<file path="src/rtl/addsub_seq_ctrl.sv">
// addsub_seq_ctrl: request/response sequencer around an external combinational add/sub stage
// Registers operands, captures the result with zero/overflow flags, and keeps a chaining accumulator.
module addsub_seq_ctrl #(
    parameter int W = 4
) (
    input  logic         clk,
    input  logic         rst_n,
    input  logic         in_valid,
    output logic         in_ready,
    input  logic [W-1:0] in_a,
    input  logic [W-1:0] in_b,
    input  logic         in_m,
    input  logic         in_acc,
    input  logic         acc_clr,
    output logic [W-1:0] add_a,
    output logic [W-1:0] add_b,
    output logic         add_m,
    input  logic [W-1:0] add_s,
    input  logic         add_cout,
    output logic         out_valid,
    input  logic         out_ready,
    output logic [W-1:0] out_s,
    output logic         out_cout,
    output logic         out_zero,
    output logic         out_ovf,
    output logic [W-1:0] acc
);
    typedef enum logic [1:0] {IDLE, EXEC, RESP} state_t;

    state_t         state_q, state_d;
    logic [W-1:0]   a_q, a_d, b_q, b_d, s_q, s_d, acc_q, acc_d;
    logic           m_q, m_d, cout_q, cout_d, zero_q, zero_d, ovf_q, ovf_d;
    logic           ovf;

    // Subtraction flips the sign-agreement test because B enters the adder inverted.
    assign ovf = (m_q ? (a_q[W-1] != b_q[W-1]) : (a_q[W-1] == b_q[W-1]))
                 && (add_s[W-1] != a_q[W-1]);

    always_comb begin
        state_d = state_q;
        a_d     = a_q;
        b_d     = b_q;
        m_d     = m_q;
        s_d     = s_q;
        cout_d  = cout_q;
        zero_d  = zero_q;
        ovf_d   = ovf_q;
        acc_d   = acc_clr ? '0 : acc_q;
        case (state_q)
            IDLE: if (in_valid) begin
                a_d     = in_acc ? acc_q : in_a;
                b_d     = in_b;
                m_d     = in_m;
                state_d = EXEC;
            end
            EXEC: begin
                s_d     = add_s;
                cout_d  = add_cout;
                zero_d  = (add_s == '0);
                ovf_d   = ovf;
                acc_d   = acc_clr ? '0 : add_s;
                state_d = RESP;
            end
            RESP: if (out_ready) state_d = IDLE;
            default: state_d = IDLE;
        endcase
    end

    always_ff @(posedge clk or negedge rst_n) begin
        if (!rst_n) begin
            state_q <= IDLE;
            a_q     <= '0;
            b_q     <= '0;
            m_q     <= 1'b0;
            s_q     <= '0;
            cout_q  <= 1'b0;
            zero_q  <= 1'b0;
            ovf_q   <= 1'b0;
            acc_q   <= '0;
        end else begin
            state_q <= state_d;
            a_q     <= a_d;
            b_q     <= b_d;
            m_q     <= m_d;
            s_q     <= s_d;
            cout_q  <= cout_d;
            zero_q  <= zero_d;
            ovf_q   <= ovf_d;
            acc_q   <= acc_d;
        end
    end

    assign in_ready  = (state_q == IDLE);
    assign out_valid = (state_q == RESP);
    assign add_a     = a_q;
    assign add_b     = b_q;
    assign add_m     = m_q;
    assign out_s     = s_q;
    assign out_cout  = cout_q;
    assign out_zero  = zero_q;
    assign out_ovf   = ovf_q;
    assign acc       = acc_q;
endmodule
</file>
<file path="config.mk">
export PLATFORM = sky130hd
export DESIGN_NAME = addsub_seq_ctrl
export DESIGN_NICKNAME = d
export VERILOG_FILES = /design/src/rtl/addsub_seq_ctrl.sv
export SDC_FILE = /design/constraint.sdc
export NUM_CORES = 1
export LEC_CHECK = 0
export CAP_MARGIN = 20
export CORE_MARGIN = 3
export CORE_UTILIZATION = 36
export DETAILED_ROUTE_END_ITERATION = 10
export GPL_TIMING_DRIVEN = 1
export PLACE_DENSITY = 0.74
export SLEW_MARGIN = 20
export SYNTH_ARGS = -nofsm -noshare
export SYNTH_HDL_FRONTEND = slang
export SYNTH_SLANG_ARGS = --single-unit
export TNS_END_PERCENT = 100
</file>
<file path="constraint.sdc">
create_clock -name clk -period 1.2 [get_ports clk]
set_input_delay 0.18 -clock clk [delete_from_list [all_inputs] [get_ports clk]]
set_output_delay 0.18 -clock clk [all_outputs]
set_load 0.03 [all_outputs]
</file>
### After elaboration in Yosys (flattened, before gate mapping)

Index checks and enable logic that the tools add are counted.

* input port bits: 20
* output and inout bits: 22
* bits in registers: 22
* RAM bits: 0
* word-level logic and storage cells: 30
* bits in read-only memories: 0
* bits in latches: 0
* memories kept: 0

* muxes and demuxes: 8
* bitwise gates (word level): 0
* shift operators: 0
* order comparisons: 0
* div/mod/pow operators: 0
* reduce and logical (&&, ||, !) cells: 6
* equality and inequality tests: 7
* $mul: 0
* add/sub/neg operators: 0

Operators with widths (count)
* $mux W4: 4
* $pmux W2 S3: 1
* $logic_not A4 Y1: 1
* $mux W2: 2
* $reduce_and A2 Y1: 2
* $eq A2 B1 Y1 const B: 1
* $eq A2 B2 Y1 const B: 1
* $logic_not A2 Y1: 1
* $ne A1 B1 Y1: 2
* $ne A2 B1 Y1 const B: 1
* $ne A2 B2 Y1 const B: 1
* $reduce_bool A2 Y1: 1
* $eq A1 B1 Y1: 1
* $logic_and A1 B1 Y1: 1
* $mux W1: 1

### Logic depth before layout (Yosys ltp)

* word-level depth: 3
* gate-level depth with buffers: 4
* mapped depth without buffers: 3

### Worst setup path after synthesis

No wires, ideal clock.

* kind: register to register
* start: reg state_q[0]
* end: reg b_q[1] (netlist: add_b[1])
* cell stages (with the launch flop): 4
* arrival time: 1.184 ns
* buffers on the path: 1
* setup slack: -0.112 ns
* data required time: 1.073 ns
* setup time: 0.127 ns
* cells stage by stage: dfrtp_1 -> nor3b_4 -> buf_6 -> mux2_1

* word-level cells in the longest chain between the ends: 2

Ends and longest elaborated chain
* start, declared: RTL line 30 `state_t state_q, state_d;`
* start signal, assigned: RTL line 81 `state_q <= state_d;`
* $logic_not A2 Y1: RTL line 49 `case (state_q)`
* $reduce_and A2 Y1 (no source line)
* end signal, assigned: RTL line 73 `b_q <= '0;`
* end signal, assigned: RTL line 83 `b_q <= b_d;`
* end, declared: RTL line 31 `logic [W-1:0] a_q, a_d, b_q, b_d, s_q, s_d, acc_q, acc_d;`

Every way passes these cells.
A chain may end at the register's enable or synchronous reset.

### Worst setup path after layout

* start: reg state_q[0]
* end: reg ovf_q (netlist: out_ovf)

* word-level cells in the longest chain between the ends: 1

Ends and longest elaborated chain
* $eq A2 B1 Y1: RTL line 49
* end signal, assigned: RTL line 88 `ovf_q <= ovf_d;`
* end, declared: RTL line 32 `logic m_q, m_d, cout_q, cout_d, zero_q, zero_d, ovf_q, ovf_d;`

Every way passes these cells.

==> results.cfg <==
[cts]
cts_buffers = 3
clockBufferDepth = 2
clk_pin_slew_ns = 0.13
numClockSinks = 22
clock_latency_ns = 0.30
cts_root_buf = clkbuf_4
cts_max_level = 1
cts_tree = built
cts_hold_repair.buffers = 0

[synthesis]
synth_top_area_frac = 0.613
synth_area_leaders = dfrtp_1 (61%), nand2_1 (8.4%), mux2_2 (5.0%), a21oi_1 (4.5%), mux2i_1 (4.5%)
synth_area_leader_cell = dfrtp_1
yosysSeqAreaShare = 0.613
ys_seq_elements = 22
synth_area_sq_um = 898
syn_inst = 79
syn_nets = 99
avgSynthCellArea_sq_um = 11.4
yosys_warnings = 0
synth_cell_type_count = 21

[sta]
slew_viol_final = 0
finalClockSkew_ns = 0.0101
setup-tns-final_ns = -1.63
fmax_mhz = 743
fin_crit_sh = 1.12
setup_viol = 22
finalWorstSetupSlack_ns = -0.146
finalHoldViolCount = 0
period_needed_ns = 1.35
tightest_slew_ns = 0.280
slew_headroom = 0.813
rsz0062_at_grt = true

[place]
place_congestion = 0.762
port_buffers = 41
dp.final_hpwl_mm = 1.62

[flow_run]
maxCapViolCount = 0

[status]
status = finished with violations
violations = setup timing

[finish]
area_growth_pct = 71.0
final_common_cell = buf_4
final_nets = 154
diodes = 0
multi_input_area_sq_um = 395
drive_above_1_share = 0.481
fill_cells = 179
seq_area_sq_um = 552
mostFrequentLayoutCells = buf_4 (23), dfrtp_1 (21), clkdlybuf4s50_1 (19)
finish.utilization = 0.669

[floorplan]
pin_count = 42
die_h_um = 56.0
fp-row-count = 17
dieArea_sq_mm = 0.00313
die_w_um = 56.0
core_region_area_sq_mm = 0.00230
start_util = 0.391

[routing]
drt-pass1-iter-count = 3
drt_iter0_drc = 12
wire_per_inst_um = 13.5
routed_wl_mm = 2.17
vias = 767
ant_nets = 0
avgViaCountPerCell = 4.76
drc = 0

[critical_path]
start_kind = flip-flop
critPathCapture = out_ovf
crit_type = reg2reg
crit_required_ns = 1.39
regToRegSetupSlack_ns = -0.15
worstReg2RegEnd = out_ovf
regToRegStartpoint = state_q[0]
cp.arrival_ns = 1.54
worstSetupEndpointType = flip-flop
crit_path_start = state_q[0]
critPathMaxFanout = 5
r2r_cells = 6

[power_and_ir_drop]
p_total_uw = 4110
swShare = 0.408
netSwitchingPower_uw = 1680
power_frac_clock = 0.137
ir_worst_vdd_mv = 1.55
power_leakage_uw = 0.000725
seqPwrFrac = 0.309
p_comb_frac = 0.554
power.density_mw_per_mm2 = 2680
p_int_uw = 2440

[global_routing]
grtUsageTotal = 0.150
grt_max_degree = 23
antenna_found_initial = 0
grt_overflow = 0
grt_pass1_wl_mm = 3.68
grt_pass1_vias = 776

[min_path]
hold_class = in2async
==> layer usage <==
| layer | up-vias | track usage | wire (um) |
|---|---|---|---|
| li1 | 377 | - | - |
| met1 | 364 | 0.191 | 929 |
| met2 | 24 | 0.236 | 1070 |
| met3 | 2 | 0.0302 | 132 |
| met4 | 0 | 0.0814 | 34 |
| met5 | - | 0 | 0 |
==> cell type report <==
type / instances / share of cell area
inverters: 1 / 0.00244
multi-input cells: 53 / 0.257
well taps: 28 / 0.0228
clock buffers: 3 / 0.0147
flip-flops and latches: 22 / 0.359
clock inverters: 1 / 0.0195
repair buffers: 53 / 0.324
==> state kept, by name, indices dropped and copies added (netlist names) <==
register / flops
acc: 4
add_a: 4
add_b: 4
add_m: 1
out_cout: 1
out_ovf: 1
out_s: 4
out_zero: 1
state_q: 2
==> worst max-delay path, cell delays in order, from the launching register on <==
cell and delay, ns:
dfrtp_1 0.42, buf_6 0.13, buf_4 0.12, buf_6 0.11, nand2b_4 0.11, nor3b_2 0.06
a221o_1 0.29
==> power by group through the flow <==
stage / clock network, uW / logic [uW] / registers [uW]
2_1_floorplan: 0 / 618 / 1820
3_3_place_gp: 0 / 1950 / 1270
3_5_place_dp: 0 / 1980 / 1270
4_1_cts: 574 / 2120 / 1260
5_1_grt: 611 / 2420 / 1320
6_report: 563 / 2280 / 1270
==> Yosys cell counts, drive strengths merged <==
library cell,number
mux2i,4
a221o,1
and2b,1
xnor2,1
a21oi,8
buf,3
nor2,5
inv,1
o21ai,2
nand2b,2
mux2,5
nor3b,2
or4,1
nor4b,1
dfrtp,22
nand2,20
==> metrics by stage <==
stage | area [sq um] | std cells | setup slack (ns) | hold WS [ns]
after floorplan | 902 | 79 | -0.0819 | -0.116
after global placement | 1340 | 153 | -0.209 | 0.461
after detailed placement | 1340 | 153 | -0.223 | 0.464
after CTS | 1440 | 159 | -0.129 | 0.212
after global routing | 1540 | 161 | -0.200 | 0.226
final | 1540 | 161 | -0.146 | 0.211
==> kinds of logic (layout without fill, tap and decap cells) <==
| logic type | count (synthesis) | after routing | share of synthesized area |
|---|---|---|---|
| AND/OR/NAND/NOR | 32 | 32 | 0.177 |
| flip-flops | 22 | 22 | 0.613 |
| XOR/XNOR | 1 | 1 | 0.00975 |
| AO/OA/AOI/OAI | 11 | 11 | 0.0669 |
| multiplexers | 9 | 9 | 0.107 |
| buffers and inverters | 4 | 58 | 0.0264 |
==> what timing repair did <==
| item | in CTS | in global routing |
|---|---|---|
| gates resized for setup | 16 | 23 |
| setup buffers | 2 | 1 |
| pin swaps | 0 | 12 |
| gates cloned | 0 | 1 |
| endpoints found under the setup margin | 9 | 22 |
==> worst min-delay path by stage <==
stage          endpoint     start  slack [ns]
2_1_floorplan    acc[0]     rst_n       -0.12
3_3_place_gp   out_cout  out_cout        0.46
3_5_place_dp   out_s[3]  out_s[3]        0.46
4_1_cts        add_b[1]     rst_n        0.21
5_1_grt        add_b[1]     rst_n        0.23
6_report       out_s[3]     rst_n        0.21
Note: power is estimated with default switching activity, not from simulation.
